### src/rtl/crossbar_pkg.sv
// Shared types for the crossbar route-table controller: FSM state encoding and
// the route-table entry layout used by both the shadow and the active table.
package crossbar_pkg;

    typedef enum logic [1:0] {
        ST_IDLE  = 2'd0,
        ST_CHECK = 2'd1,
        ST_APPLY = 2'd2
    } state_t;

    // Entries carry a fixed-width source index so the struct can live here;
    // this bounds the design at 256 inputs.
    localparam int ROUTE_SRC_W = 8;

    typedef struct packed {
        logic [ROUTE_SRC_W-1:0] src;
        logic                   en;
    } route_entry_t;

    function automatic route_entry_t reset_entry(input int j, input int n_in);
        route_entry_t e;
        e.src = ROUTE_SRC_W'(j % n_in);
        e.en  = 1'b0;
        return e;
    endfunction

endpackage

### src/rtl/crossbar_route_ctrl_route_decoder.sv
// Index-to-one-hot decoder for one crossbar output; a disabled entry or an index
// beyond the input count decodes to all zeros.
module route_decoder
    import crossbar_pkg::*;
#(
    parameter int N_IN = 8
) (
    input  route_entry_t    i_entry,
    output logic [N_IN-1:0] o_onehot
);

    always_comb begin
        o_onehot = '0;
        for (int i = 0; i < N_IN; i++) begin
            o_onehot[i] = i_entry.en && (i_entry.src == ROUTE_SRC_W'(i));
        end
    end

endmodule

### src/rtl/crossbar_route_ctrl.sv
// Double-buffered crossbar route table: entries are written to a shadow table, a
// commit scans it for input collisions and then copies it atomically to the active table.
//
// Handshake: a shadow write is accepted on a rising edge where cfg_valid && cfg_ready;
// cfg_ready is high only while the FSM is idle, so the table cannot change under a scan.
module crossbar_route_ctrl
    import crossbar_pkg::*;
#(
    parameter int N_IN            = 8,
    parameter int N_OUT           = 8,
    parameter int ALLOW_MULTICAST = 0,
    parameter int SRC_BITS        = $clog2(N_IN),
    parameter int DST_BITS        = $clog2(N_OUT)
) (
    input  logic                clk,
    input  logic                rst_n,
    input  logic                cfg_valid,
    output logic                cfg_ready,
    input  logic [DST_BITS-1:0] cfg_dst,
    input  logic [SRC_BITS-1:0] cfg_src,
    input  logic                cfg_en,
    output logic                cfg_err,
    input  logic                commit_req,
    output logic                busy,
    output logic                commit_done,
    output logic                commit_err,
    output logic [DST_BITS-1:0] collide_dst,
    output logic [N_OUT-1:0]    out_en,
    output logic [N_IN-1:0]     select_SE [N_OUT],
    output state_t              dbg_state
);

    localparam int                  CLAIM_W   = 1 << SRC_BITS;
    localparam logic [DST_BITS-1:0] LAST_DST  = DST_BITS'(N_OUT - 1);
    localparam logic [DST_BITS:0]   DST_LIMIT = (DST_BITS + 1)'(N_OUT);
    localparam logic [SRC_BITS:0]   SRC_LIMIT = (SRC_BITS + 1)'(N_IN);

    state_t              r_state, w_state_next;
    logic [DST_BITS-1:0] r_k, w_k_next;
    logic [CLAIM_W-1:0]  r_claimed, w_claimed_next;
    route_entry_t        r_shadow [N_OUT];
    route_entry_t        r_active [N_OUT];
    route_entry_t        w_dec_in [N_OUT];
    route_entry_t        w_cur;
    logic [SRC_BITS-1:0] w_cur_src;
    logic [N_IN-1:0]     r_select  [N_OUT];
    logic [N_IN-1:0]     w_dec_sel [N_OUT];
    logic                w_cfg_fire, w_cfg_bad, w_collide;
    logic                r_cfg_err, r_commit_done, r_commit_err;
    logic [DST_BITS-1:0] r_collide_dst;

    assign w_cfg_fire = cfg_valid && (r_state == ST_IDLE);
    assign w_cfg_bad  = ({1'b0, cfg_dst} >= DST_LIMIT) || ({1'b0, cfg_src} >= SRC_LIMIT);
    assign w_cur      = r_shadow[r_k];
    assign w_cur_src  = w_cur.src[SRC_BITS-1:0];

    always_comb begin
        w_state_next   = r_state;
        w_k_next       = r_k;
        w_claimed_next = r_claimed;
        w_collide      = 1'b0;
        case (r_state)
            ST_IDLE: begin
                if (commit_req) begin
                    w_state_next   = ST_CHECK;
                    w_k_next       = '0;
                    w_claimed_next = '0;
                end
            end
            ST_CHECK: begin
                if (ALLOW_MULTICAST != 0) begin
                    w_state_next = ST_APPLY;
                end else if (w_cur.en && r_claimed[w_cur_src]) begin
                    w_state_next = ST_IDLE;
                    w_collide    = 1'b1;
                end else begin
                    w_claimed_next[w_cur_src] = r_claimed[w_cur_src] | w_cur.en;
                    if (r_k == LAST_DST) begin
                        w_state_next = ST_APPLY;
                    end else begin
                        w_k_next = r_k + 1'b1;
                    end
                end
            end
            ST_APPLY: w_state_next = ST_IDLE;
            default:  w_state_next = ST_IDLE;
        endcase
    end

    // During APPLY the decoders look at the shadow entries so the select registers
    // change on the same edge that copies shadow into active; otherwise they re-decode active.
    always_comb begin
        for (int j = 0; j < N_OUT; j++) begin
            w_dec_in[j] = (r_state == ST_APPLY) ? r_shadow[j] : r_active[j];
        end
    end

    for (genvar j = 0; j < N_OUT; j++) begin : g_dec
        route_decoder #(.N_IN(N_IN)) u_dec (
            .i_entry  (w_dec_in[j]),
            .o_onehot (w_dec_sel[j])
        );
        assign out_en[j] = r_active[j].en;
    end

    always_ff @(posedge clk or negedge rst_n) begin
        if (!rst_n) begin
            r_state       <= ST_IDLE;
            r_k           <= '0;
            r_claimed     <= '0;
            r_cfg_err     <= 1'b0;
            r_commit_done <= 1'b0;
            r_commit_err  <= 1'b0;
            r_collide_dst <= '0;
        end else begin
            r_state       <= w_state_next;
            r_k           <= w_k_next;
            r_claimed     <= w_claimed_next;
            r_cfg_err     <= w_cfg_fire && w_cfg_bad;
            r_commit_done <= (r_state == ST_APPLY);
            r_commit_err  <= w_collide;
            if (w_collide) begin
                r_collide_dst <= r_k;
            end
        end
    end

    always_ff @(posedge clk or negedge rst_n) begin
        if (!rst_n) begin
            for (int j = 0; j < N_OUT; j++) begin
                r_shadow[j] <= reset_entry(j, N_IN);
                r_active[j] <= reset_entry(j, N_IN);
                r_select[j] <= '0;
            end
        end else begin
            if (w_cfg_fire && !w_cfg_bad) begin
                r_shadow[cfg_dst] <= '{src: ROUTE_SRC_W'(cfg_src), en: cfg_en};
            end
            if (r_state == ST_APPLY) begin
                r_active <= r_shadow;
            end
            for (int j = 0; j < N_OUT; j++) begin
                r_select[j] <= w_dec_sel[j];
            end
        end
    end

    assign cfg_ready   = (r_state == ST_IDLE);
    assign busy        = (r_state != ST_IDLE);
    assign cfg_err     = r_cfg_err;
    assign commit_done = r_commit_done;
    assign commit_err  = r_commit_err;
    assign collide_dst = r_collide_dst;
    assign select_SE   = r_select;
    assign dbg_state   = r_state;

endmodule

### config.mk
export PLATFORM = sky130hd
export DESIGN_NAME = crossbar_route_ctrl
export DESIGN_NICKNAME = d
export VERILOG_FILES = /design/src/rtl/crossbar_pkg.sv /design/src/rtl/crossbar_route_ctrl_route_decoder.sv /design/src/rtl/crossbar_route_ctrl.sv
export SDC_FILE = /design/constraint.sdc
export NUM_CORES = 1
export LEC_CHECK = 0
export BUFFER_PORTS_ARGS = -buffer_cell sky130_fd_sc_hd__buf_2
export CORE_UTILIZATION = 50
export CTS_CLUSTER_SIZE = 16
export DETAILED_ROUTE_END_ITERATION = 8
export PLACE_DENSITY = 0.84
export SYNTH_ARGS = -nofsm -noshare
export SYNTH_HDL_FRONTEND = slang
export SYNTH_SLANG_ARGS = --single-unit
export TNS_END_PERCENT = 20
### constraint.sdc
create_clock -name clk -period 3.44 [get_ports clk]
set_input_delay 0 -clock clk [delete_from_list [all_inputs] [get_ports clk]]
set_output_delay 0 -clock clk [all_outputs]
set_load 0.03 [all_outputs]
=== After elaboration in Yosys (flattened, before gate mapping) ===
Cells that the tools add are included.
W data, S select, Z words.

* Bits in registers: 226
* Bits in latches: 0
* RAM bits: 0
* Memory bits (read-only): 0
* Output and inout port bits: 82
* Logic and storage cells: 232
* Memories kept: 0

* $add $sub $neg: 1
* Multipliers: 0
* Divide/modulo/power cells: 0
* $lt $le $gt $ge: 5
* Eq/ne operators: 63
* Shift operators: 0
* Multiplexer cells: 32
* Bitwise gates (word level): 3
* Reductions and logical operators: 82

{| class="wikitable"
|+ Operator list
! kind !! count
|-
| $eq A8 B3 Y1 const B || 32
|-
| $eq A8 B2 Y1 const B || 16
|-
| $mux W9 || 9
|-
| $bwmux W72 || 1
|-
| $logic_and A1 B1 Y1 || 68
|-
| $eq A8 B1 Y1 const B || 8
|-
| $logic_not A8 Y1 || 8
|-
| $bmux W9 S3 || 1
|-
| $demux W9 S3 || 1
|-
| $mux W8 || 2
|-
| $pmux W8 S2 || 1
|-
| $mux W3 || 3
|-
| $bwmux W8 || 1
|-
| $ge A4 B4 Y1 const B || 2
|-
| $mux W4 || 2
|-
| $not A3 Y4 || 2
|-
| $mux W2 || 3
|-
| $pmux W3 S2 || 1
|-
| $lt A3 B4 Y1 const B || 1
|-
| $lt A4 B1 Y1 const B || 1
|-
| $mux W1 || 4
|-
| $ne A2 B2 Y1 const B || 2
|-
| $pmux W2 S2 || 1
|-
| $reduce_and A4 Y1 || 1
|-
| 14 further kinds || 15
|}

=== Logic depth before layout (Yosys ltp) ===
Gate-level depths: netlist of run 1.

* Word-level depth: 11
* Mapped depth: 8
* Depth with buffers taken out: 7

=== Hierarchy ===
A second synthesis of run 1 with hierarchy kept.

* Cell total of the unflattened synthesis: 451
* Area total of the unflattened synthesis: 6137.1 sq um

{| class="wikitable"
|+ By module, submodules not included
! module !! instances !! cells an instance !! area an instance (sq um)
|-
| crossbar_route_ctrl || 1 || 331 || 5356.4
|-
| route_decoder || 8 || 15 || 97.6
|}

=== Least setup slack after synthesis of run 1 ===
OpenSTA, ideal clock, no wires.

* Path kind: register to register
* From: register r_k[0]
* To: register r_collide_dst[2] (netlist: collide_dst[2])
* Data arrival time: 2.468 ns
* Required time: 3.312 ns
* Path slack: 0.844 ns
* Stages on the path, launching flop included: 9
* Buffers on the path: 1
* Cell sequence: dfrtp_1 -> buf_6 -> mux4_2 -> mux2_2 -> nor3b_2 -> a22oi_2 -> o211ai_2 -> nor3_4 -> mux2_1

* Longest elaborated chain between the ends: 9

{| class="wikitable"
|+ Ends and longest elaborated chain
! item !! line !! text
|-
| start, declared || crossbar_route_ctrl.sv:39 || <nowiki>logic [DST_BITS-1:0] r_k, w_k_next;</nowiki>
|-
| start signal, assigned || crossbar_route_ctrl.sv:117 || <nowiki>r_k <= w_k_next;</nowiki>
|-
| $not A3 Y4 (not written as such) (*) || crossbar_route_ctrl.sv:54 || <nowiki>assign w_cur = r_shadow[r_k];</nowiki>
|-
| $bmux W9 S3 (*) || crossbar_route_ctrl.sv:54 ||
|-
| $mux W4 (not written as such) (*) (2 in series) || crossbar_route_ctrl.sv:54 ||
|-
| $bmux W1 S3 || crossbar_route_ctrl.sv:73 || <nowiki>end else if (w_cur.en && r_claimed[w_cur_src]) begin</nowiki>
|-
| $mux W1 (not written as such) || crossbar_route_ctrl.sv:73 ||
|-
| $logic_and A1 B1 Y1 (*) || crossbar_route_ctrl.sv:73 ||
|-
| $mux W1 (*) || crossbar_route_ctrl.sv:73 ||
|-
| $mux W1 (*) || crossbar_route_ctrl.sv:62 || <nowiki>case (r_state)</nowiki>
|-
| net w_collide || crossbar_route_ctrl.sv:48 || <nowiki>logic w_cfg_fire, w_cfg_bad, w_collide;</nowiki>
|-
| end signal, assigned || crossbar_route_ctrl.sv:123 || <nowiki>r_collide_dst <= r_k;</nowiki>
|-
| end, declared || crossbar_route_ctrl.sv:50 || <nowiki>logic [DST_BITS-1:0] r_collide_dst;</nowiki>
|}

The timed path passes the listed nets; every way through them passes the cells marked *. The select of a mux whose other input is x is not followed.
A chain may end at the register's enable or synchronous reset.

=== Worst setup path in the final report of run 1 ===
* From: register r_k[0]
* To: register r_collide_dst[1] (netlist: collide_dst[1])

The elaborated chain is that of the path after synthesis.

==> flow_metrics.py, run 1 <==
metrics = {
    "run_status": {
        "status": "finished clean",
    },
    "floorplanning": {
        "ios": 93,
        "die_h_um": 109,
        "dieArea_um2": 11900,
        "initial_core_util_pct": 52.2,
        "rows": 38,
        "core_um2": 11000,
        "chipWidth_um": 109,
    },
    "clock_tree": {
        "hold_buffers": 5,
        "clock-root-buffer": "clkbuf_16",
        "h-tree-depth": 4,
        "cts-buffers-inserted": 17,
        "cts_resized": 0,
        "clkTransAtPathRegs_ns": 0.06,
        "cts.path.max_buffers": 2,
        "cts_tree": "yes",
        "post-cts-setup-buffers": 0,
        "clk_latency_ns": 0.42,
        "cts.sinks": 146,
    },
    "power_and_ir_drop": {
        "peakVddDrop_mv": 0.671,
        "power_mw": 7.15,
        "power_density_nw_per_um2": 1020,
        "p_leak_nw": 3.73,
    },
    "detailed_routing": {
        "drtAntennaViolNets": 0,
        "dr.pass1.iters": 4,
        "post-route-drc-count": 0,
        "wl_um": 11600,
        "dr.first_iter.drc_count": 152,
        "via_per_inst": 5.26,
        "vias": 3653,
        "post_drt_wl_per_cell_um": 16.6,
    },
    "placement": {
        "hpwl_um": 7830,
        "port_buffers": 91,
        "place_congestion": 0.877,
        "place_inst": 656,
    },
    "logic_synthesis": {
        "syn_area_per_cell_um2": 13.0,
        "ys_ff_latch": 146,
        "synth_area_leaders": "dfrtp_1 53%, dfstp_2 11%, mux2_2 9.8%, mux2i_1 4.0%, nor2_1 3.8%",
        "synth_edf_count": 0,
        "synth_top_area_share_pct": 53.0,
        "synth_area_um2": 5760,
        "syn_inst": 442,
        "ys.flop_type": "dfrtp_1",
        "yosysSeqAreaShare_pct": 64.0,
        "ys_async_sr_fraction_pct": 100,
        "yosys_warnings": 0,
        "synth_top_cell_by_area": "dfrtp_1",
        "ys_types": 38,
        "synthesis.nets": 455,
    },
    "sta": {
        "hold_ws_ns": 0.0754,
        "rsz0062_at_grt": "no",
        "finalSetupViolations": 0,
        "slew_headroom_pct": 35.6,
        "post-route-period-util_pct": 90.7,
        "fmax_ghz": 0.321,
        "report.final.slew_viol_count": 0,
        "worst_slew_pin_slew_ns": 0.967,
        "finalSetupTns_ns": 0,
        "period_needed_ns": 3.12,
        "skew_ns": 0.00985,
        "finalHoldViolations": 0,
    },
    "global_routing": {
        "grtUsageTotal_pct": 21.6,
        "grt_pass1_wl_um": 19100,
        "grt_max_degree": 87,
        "grt_pass1_vias": 3784,
        "antenna_found_initial": 1,
        "grt_overflow": 0,
    },
    "layout": {
        "most-common-layout-cells": "122 x dfrtp_1, 90 x buf_2, 59 x nor2_1",
        "layout-drive-gt1-share_pct": 38.7,
        "area_growth_pct": 21.8,
        "num-fill-cells": 801,
        "layout_commonest_cell": "dfrtp_1",
        "nets": 553,
        "utilization_pct": 63.6,
        "instances_no_fill": 694,
    },
    "critical_path": {
        "cp-start-kind": "register",
        "required_ns": 3.73,
        "cp_max_fo": 11,
        "worstSetupEndpointType": "register",
        "critPathArrivalTime_ns": 3.41,
        "worstSetupPathType": "register to register",
    },
    "min_path": {
        "hold_path_class": "input port to register",
    },
    "flow_run": {
        "maxCapViolCount": 0,
    },
}
-- report_power, final --
part	switching (mW)	total [mW]	internal (mW)	leakage [nW]
combinational	1.47	2.43	0.961	1.51
sequential	0.380	2.67	2.29	1.89
clock	0.700	2.05	1.35	0.328
-- path summary, 6_finish.rpt --
| check | startpoint | to | slack, ns | cells past startpoint |
|---|---|---|---|---|
| max in group asynchronous | rst_n | r_shadow[2] | 2.31 | 3 |
| worst max-delay path | r_k[0] | collide_dst[1] | 0.32 | 7 |
| worst max register to register | r_k[0] | collide_dst[1] | 0.32 | 7 |
| worst min register to register | collide_dst[2] | collide_dst[2] | 0.49 | 1 |
| worst min-delay path | commit_req | dbg_state[0] | 0.08 | 3 |
| min in group asynchronous | rst_n | select_SE[26] | 0.20 | 2 |
-- per-stage QoR --
step,area [um^2],worst slack (ns)
5_1_grt,7010,0.205
2_1_floorplan,5760,0.844
6_report,7010,0.321
3_3_place_gp,6290,0.518
4_1_cts,7010,0.364
3_5_place_dp,6290,0.398
-- cells in the mapped netlist, drive strengths merged (2+ instances only) --
cell    instances
a21oi           5
nor2           59
nor3           18
and3            4
a32o            2
buf            13
clkbuf          6
dfrtp         122
inv            22
mux2i          24
nor2b           3
nor3b           4
a211oi          3
mux2           53
mux4            8
dfstp          24
nand2          48
ha              2
o21ai           3
nand2b         10
-- flip-flops by register name, summed over array words and instances (netlist names) --
register,count
dbg_state,2
r_k,3
commit_done,1
out_en,8
r_claimed,8
r_active,24
commit_err,1
r_shadow,32
collide_dst,3
select_SE,64
-- worst max-delay path: stages (launching register included) --
cell and delay (ns):
dfrtp_1 0.68, mux4_2 0.58, mux2_2 0.36, nor3b_2 0.20, a22oi_2 0.23, o211ai_2 0.25, nor3_4 0.34, mux2_1 0.36
-- kinds of logic after synthesis --
kind of cell	Yosys count	share of synthesized area, %
simple gates	148	11.5
mux	85	17.9
xor+xnor	1	0.152
buf+inv	41	3.54
other cells	1	0.0652
flops	146	64.0
fa+ha+maj	2	0.435
compound gates	18	2.41
-- cell type report --
type                       count  area (um^2)  area share (%)
sequential                   146         3680            52.5
multi-input combinational    255         1870            26.7
timing repair buffer          98          527            7.51
clock buffer                  21          470            6.71
clock inverter                11          199            2.84
tap                          140          175            2.50
inverter                      22         82.6            1.18
antenna                        1         2.50          0.0357
-- metal layers --
metal / vias up / part of all wire [%] / GRT usage [%]
li1: 1683 / - / -
met5: - / 0 / 0
met3: 26 / 5.3 / 6.52
met4: 0 / 2.5 / 10.7
met1: 1829 / 41 / 25.7
met2: 115 / 51 / 35.8
No activity file was read; power rests on OpenSTA's default activity.
==> run 2, diff against run 1 <==
--- a/config.mk
+++ b/config.mk
@@ -9,7 +9,9 @@
 export CORE_UTILIZATION = 50
 export CTS_CLUSTER_SIZE = 16
 export DETAILED_ROUTE_END_ITERATION = 8
+export GPL_ROUTABILITY_DRIVEN = 0
 export PLACE_DENSITY = 0.84
+export REMOVE_ABC_BUFFERS = 1
 export SYNTH_ARGS = -nofsm -noshare
 export SYNTH_HDL_FRONTEND = slang
 export SYNTH_SLANG_ARGS = --single-unit
==> run 2 against run 1 <==
  * Final cell count stayed put
  * Global-route usage decreased by 1.2 points
  * Die area is the same
  * Largest power group unchanged
  * Combinational power barely moved
  * Clock skew down 0.0034 ns
  * Worst hold slack improved by 0.033 ns
  * Fmax is 9.3% higher
  * Sequential share of layout area up 0.75 points
  * Final area shrank 1.4%
==> flow_metrics.py, run 2 (synthesized netlist as in run 1, its figures left out) <==
metrics = {
    "run_status": {
        "status": "finished clean",
    },
    "clock_tree": {
        "cts-buffers-inserted": 17,
        "h-tree-depth": 4,
        "cts_tree": "yes",
        "clk_latency_ns": 0.41,
        "cts_resized": 0,
        "cts.sinks": 146,
        "clkTransAtPathRegs_ns": 0.06,
        "cts.path.max_buffers": 2,
        "clock-root-buffer": "clkbuf_16",
    },
    "floorplanning": {
        "chipWidth_um": 109,
        "initial_core_util_pct": 52.2,
        "rows": 38,
        "die_h_um": 109,
        "core_um2": 11000,
        "ios": 93,
        "dieArea_um2": 11900,
    },
    "detailed_routing": {
        "dr.first_iter.drc_count": 204,
        "post_drt_wl_per_cell_um": 16.2,
        "wl_um": 11300,
        "via_per_inst": 5.29,
        "drtAntennaViolNets": 0,
        "vias": 3674,
        "dr.pass1.iters": 4,
        "post-route-drc-count": 0,
    },
    "sta": {
        "worst_slew_pin_slew_ns": 1.06,
        "post-route-period-util_pct": 83.0,
        "period_needed_ns": 2.85,
        "fmax_ghz": 0.350,
        "finalHoldViolations": 0,
        "finalSetupTns_ns": 0,
        "report.final.slew_viol_count": 0,
        "rsz0062_at_grt": "no",
        "slew_headroom_pct": 29.6,
        "skew_ns": 0.00645,
        "finalSetupViolations": 0,
    },
    "global_routing": {
        "antenna_found_initial": 0,
        "grt_pass1_wl_um": 18200,
        "grt_pass1_vias": 3799,
        "grt_max_degree": 117,
        "grtUsageTotal_pct": 20.4,
        "grt_overflow": 0,
    },
    "layout": {
        "largest_register_ffs": 64,
        "n_antenna_cell": 0,
        "layout-drive-gt1-share_pct": 38.4,
        "most-common-layout-cells": "122 x dfrtp_1, 90 x buf_2, 59 x nor2_1",
        "utilization_pct": 62.7,
        "area_growth_pct": 20.1,
        "layout_commonest_cell": "dfrtp_1",
        "nets": 554,
    },
    "critical_path": {
        "worstSetupPathType": "register to register",
        "crit_path_top_delay_cell": "dfrtp_1",
        "cp-start-kind": "register",
        "required_ns": 3.73,
        "critPathArrivalTime_ns": 3.15,
        "cp_max_fo": 10,
        "worstSetupEndpointType": "register",
        "slowest_delay_ns": 0.61,
        "worstPathCellList": "mux4_2 -> mux2i_1 -> nor3b_1 -> a22oi_2 -> o211ai_2 -> nor3_4 -> mux2_1",
    },
    "power_and_ir_drop": {
        "p_leak_nw": 3.69,
        "power_density_nw_per_um2": 985,
        "peakVddDrop_mv": 0.457,
    },
    "flow_run": {
        "maxCapViolCount": 0,
    },
    "min_path": {
        "hold_path_class": "input port to register",
    },
    "placement": {
        "port_buffers": 91,
        "hpwl_um": 7870,
    },
}
[run 2: changes by cell type in the layout (fill, tap and decap cells not counted), sizes merged]
cell | before | now
clkinvlp | 0 | 1
buf | 93 | 94
diode | 1 | 0
inv | 24 | 22
bufinv | 5 | 2
clkinv | 4 | 8
[run 2: final timing paths]
kind / from / end / slack, ns / cells after the start
max: r_k[1] / collide_dst[0] / 0.59 / 7
min: commit_req / dbg_state[0] / 0.11 / 3
max reg2reg: r_k[1] / collide_dst[0] / 0.59 / 7
min reg2reg: collide_dst[0] / collide_dst[0] / 0.50 / 1
max in group asynchronous: rst_n / select_SE[62] / 2.29 / 3
min in group asynchronous: rst_n / select_SE[17] / 0.23 / 2
[run 2: per-stage QoR]
step           cell area (um^2)  total power [mW]  hold slack, ns  cells  setup slack [ns]
2_1_floorplan              5630              4.40          -0.296    423             0.679
3_3_place_gp               6300              4.93           0.196    657             0.680
3_5_place_dp               6300              5.06           0.214    657             0.604
4_1_cts                    6910              6.83           0.105    694             0.570
5_1_grt                    6910              7.18           0.135    694             0.334
6_report                   6910              6.81           0.108    694             0.586
[run 2: worst max-delay path: cells and delay by family (launching register included)]
kind	cells	cell delay [ns]
AOI/OAI and AO/OA	2	0.37
DFF	1	0.61
muxes	3	1.29
and+or+nand+nor	2	0.47
[run 2: per-layer routing]
| layer | global-route usage, % | part of all wire, % |
|---|---|---|
| met5 | 0 | 0 |
| met3 | 6.28 | 5.6 |
| met2 | 33.6 | 51 |
| met4 | 8.57 | 1.9 |
| met1 | 25.0 | 42 |
[run 2: layout make-up]
type	instances	area, um^2
Timing Repair Buffer	99	534
Sequential cell	146	3680
Inverter	22	82.6
Clock buffer	21	450
Fill cell	814	4120
Clock inverter	11	115
Multi-Input combinational cell	255	1870
Tap cell	140	175
[run 2: where the power goes]
part           leakage (nW)  internal [mW]  switching [mW]
clock network         0.280           1.08           0.667
registers              1.89           2.29           0.355
logic                  1.51          0.969            1.45
[run 2: repair_timing]
action	in CTS	in global routing
hold buffers	5	0
setup buffers	0	0
hold endpoints to repair	122	0
==> run 3, diff against run 2 <==
--- a/config.mk
+++ b/config.mk
@@ -10,7 +10,7 @@
 export CTS_CLUSTER_SIZE = 16
 export DETAILED_ROUTE_END_ITERATION = 8
 export GPL_ROUTABILITY_DRIVEN = 0
-export PLACE_DENSITY = 0.84
+export PLACE_DENSITY = 0.87
 export REMOVE_ABC_BUFFERS = 1
 export SYNTH_ARGS = -nofsm -noshare
 export SYNTH_HDL_FRONTEND = slang
==> constraint.sdc (replaced) <==
create_clock -name clk -period 2.5 [get_ports clk]
set_input_delay 0 -clock clk [delete_from_list [all_inputs] [get_ports clk]]
set_output_delay 0 -clock clk [all_outputs]
set_load 0.03 [all_outputs]
==> run 3 against run 2 <==
  * The run now ends with setup timing left
  * Register-to-register slack lost 0.68 ns
  * Die area unchanged
  * Sequential share of layout area is 2.8 points lower
  * Critical path depth shrank 1
  * Wire length up 13%
  * Non-clock buffer count is 24 higher
  * Clock power grew 61%
  * Largest power group is now combinational logic
  * Global-route usage grew 2.6 points
  * Sequential power rose by 38%
  * Combinational power up 87%
  * Count of clock-buffer cells in the layout down 3
==> flow_metrics.py, run 3 (synthesized netlist as in run 1, its figures left out) <==
metrics = {
    "sta": {
        "skew_ns": 0.00789,
        "timing.final.ws_setup_ns": -0.0914,
        "period_needed_ns": 2.59,
        "fmax_ghz": 0.386,
        "finalHoldViolations": 0,
        "rsz0062_at_grt": "yes",
        "report.final.slew_viol_count": 0,
        "worst_slew_pin_slew_ns": 0.703,
        "post-route-period-util_pct": 104,
        "slew_headroom_pct": 53.2,
        "finalSetupViolations": 14,
    },
    "layout": {
        "most-common-layout-cells": "120 x dfrtp_1, 90 x buf_2, 59 x nor2_1",
        "layout-drive-gt1-share_pct": 44.1,
        "n_antenna_cell": 0,
        "fin_area_um2": 7300,
        "area_growth_pct": 26.8,
        "layout_commonest_cell": "dfrtp_1",
        "nets": 578,
        "largest_register_ffs": 64,
        "num-fill-cells": 768,
    },
    "critical_path": {
        "worstSetupEndpointType": "register",
        "startpoint": "r_k[1]",
        "r2r_start": "r_k[1]",
        "required_ns": 2.80,
        "r2r_slack_ns": -0.09,
        "slowest_delay_ns": 0.58,
        "cp_common_cell": "mux2_4",
        "crit_path_top_delay_cell": "mux4_2",
        "cp-start-kind": "register",
        "worstSetupPathType": "register to register",
        "cp_max_fo": 6,
        "worstPathCellList": "mux4_2 -> mux2_4 -> a32oi_2 -> o211ai_2 -> nor3_4 -> mux2_4",
        "critPathArrivalTime_ns": 2.89,
    },
    "clock_tree": {
        "cts-buffers-inserted": 17,
        "clk_latency_ns": 0.42,
        "cts.path.max_buffers": 2,
        "clkTransAtPathRegs_ns": 0.06,
        "cts.sinks": 146,
        "clock-root-buffer": "clkbuf_16",
        "cts_tree": "yes",
        "h-tree-depth": 4,
    },
    "floorplanning": {
        "ios": 93,
        "die_h_um": 109,
        "rows": 38,
        "chipWidth_um": 109,
        "core_um2": 11000,
        "dieArea_um2": 11900,
        "initial_core_util_pct": 52.2,
    },
    "run_status": {
        "violations": "setup timing",
        "status": "finished with violations",
    },
    "power_and_ir_drop": {
        "peakVddDrop_mv": 0.746,
        "p_leak_nw": 3.86,
        "power_mw": 11.0,
        "power_density_nw_per_um2": 1510,
    },
    "global_routing": {
        "grt_pass1_wl_um": 20100,
        "grt_max_degree": 81,
        "antenna_found_initial": 1,
        "grt_overflow": 0,
        "grtUsageTotal_pct": 23.0,
        "grt_pass1_vias": 3937,
    },
    "detailed_routing": {
        "vias": 3828,
        "post_drt_wl_per_cell_um": 17.7,
        "dr.first_iter.drc_count": 228,
        "drtAntennaViolNets": 0,
        "post-route-drc-count": 0,
        "dr.pass1.iters": 4,
        "via_per_inst": 5.33,
        "wl_um": 12700,
    },
    "placement": {
        "hpwl_um": 8210,
        "place_area_um2": 6430,
        "place_worst_setup_slack_ns": -0.176,
        "port_buffers": 91,
    },
    "min_path": {
        "worstHoldStart": "commit_req",
        "hold_path_class": "input port to register",
    },
    "flow_run": {
        "maxCapViolCount": 0,
    },
}
run 3: cell count changes in the layout (fill, tap and decap cells not counted), moves of 3 or more:
cell	delta
inv_6	+3
a211oi_1	-3
clkinv_2	-6
bufinv_16	+3
clkbuf_1	-3
buf_4	+22
mux2_4	+5
mux2_1	-3
a211oi_2	+3
run 3: layer usage:
layer  vias up  share of wire (%)  track usage (%)
met5         -              0.079                0
met4         2                2.8             10.3
met3        36                5.1             6.64
met2       122                 52             38.9
met1      1939                 40             27.3
li1       1729                  -                -
run 3: worst max-delay path, delay by kind of cell (launching register included):
kind	cells	cell delay [ns]
AO/OA/AOI/OAI	2	0.49
multiplexers	3	1.24
flip-flops	1	0.46
AND/OR/NAND/NOR	1	0.28
run 3: report_power, final:
group | internal [mW] | switching, mW | total [mW]
Clock | 1.81 | 1.01 | 2.82
Combinational | 2.01 | 2.51 | 4.52
Sequential | 3.16 | 0.490 | 3.65
Total | 6.98 | 4.01 | 11.0
run 3: area by class of cell:
type,instances,area (um^2),area share [%]
Sequential cell,146,3690,50.5
Multi-Input combinational cell,255,1970,27.0
Timing Repair Buffer,123,722,9.89
Clock buffer,18,439,6.02
Clock inverter,14,225,3.09
Tap cell,140,175,2.40
Inverter,22,82.6,1.13
run 3: stage by stage:
stage / cells / TNS [ns] / hold slack (ns) / utilization [%]
6_report: 718 / -0.616 / 0.0915 / 66.2
5_1_grt: 718 / -1.62 / 0.101 / 66.2
4_1_cts: 717 / -0.183 / 0.0666 / 65.9
3_5_place_dp: 675 / -1.73 / 0.0630 / 58.3
3_3_place_gp: 675 / -0.0314 / 0.0541 / 58.3
2_1_floorplan: 423 / -1.54 / -0.296 / -
run 3: worst paths after layout:
| kind | end | cells after the start |
|---|---|---|
| min in group asynchronous | select_SE[41] | 2 |
| min reg2reg | r_active[66] | 1 |
| max | collide_dst[2] | 6 |
| min | dbg_state[0] | 3 |
| max in group asynchronous | r_active[21] | 3 |
| max reg2reg | collide_dst[2] | 6 |
run 3: what timing repair did:
action,4_1_cts,5_1_grt
buffers inserted,5,1
pin swaps,5,2
hold endpoints to repair,90,0
hold buffers,5,0
cloned,0,0
resized for setup,19,5
setup endpoints to repair,16,16
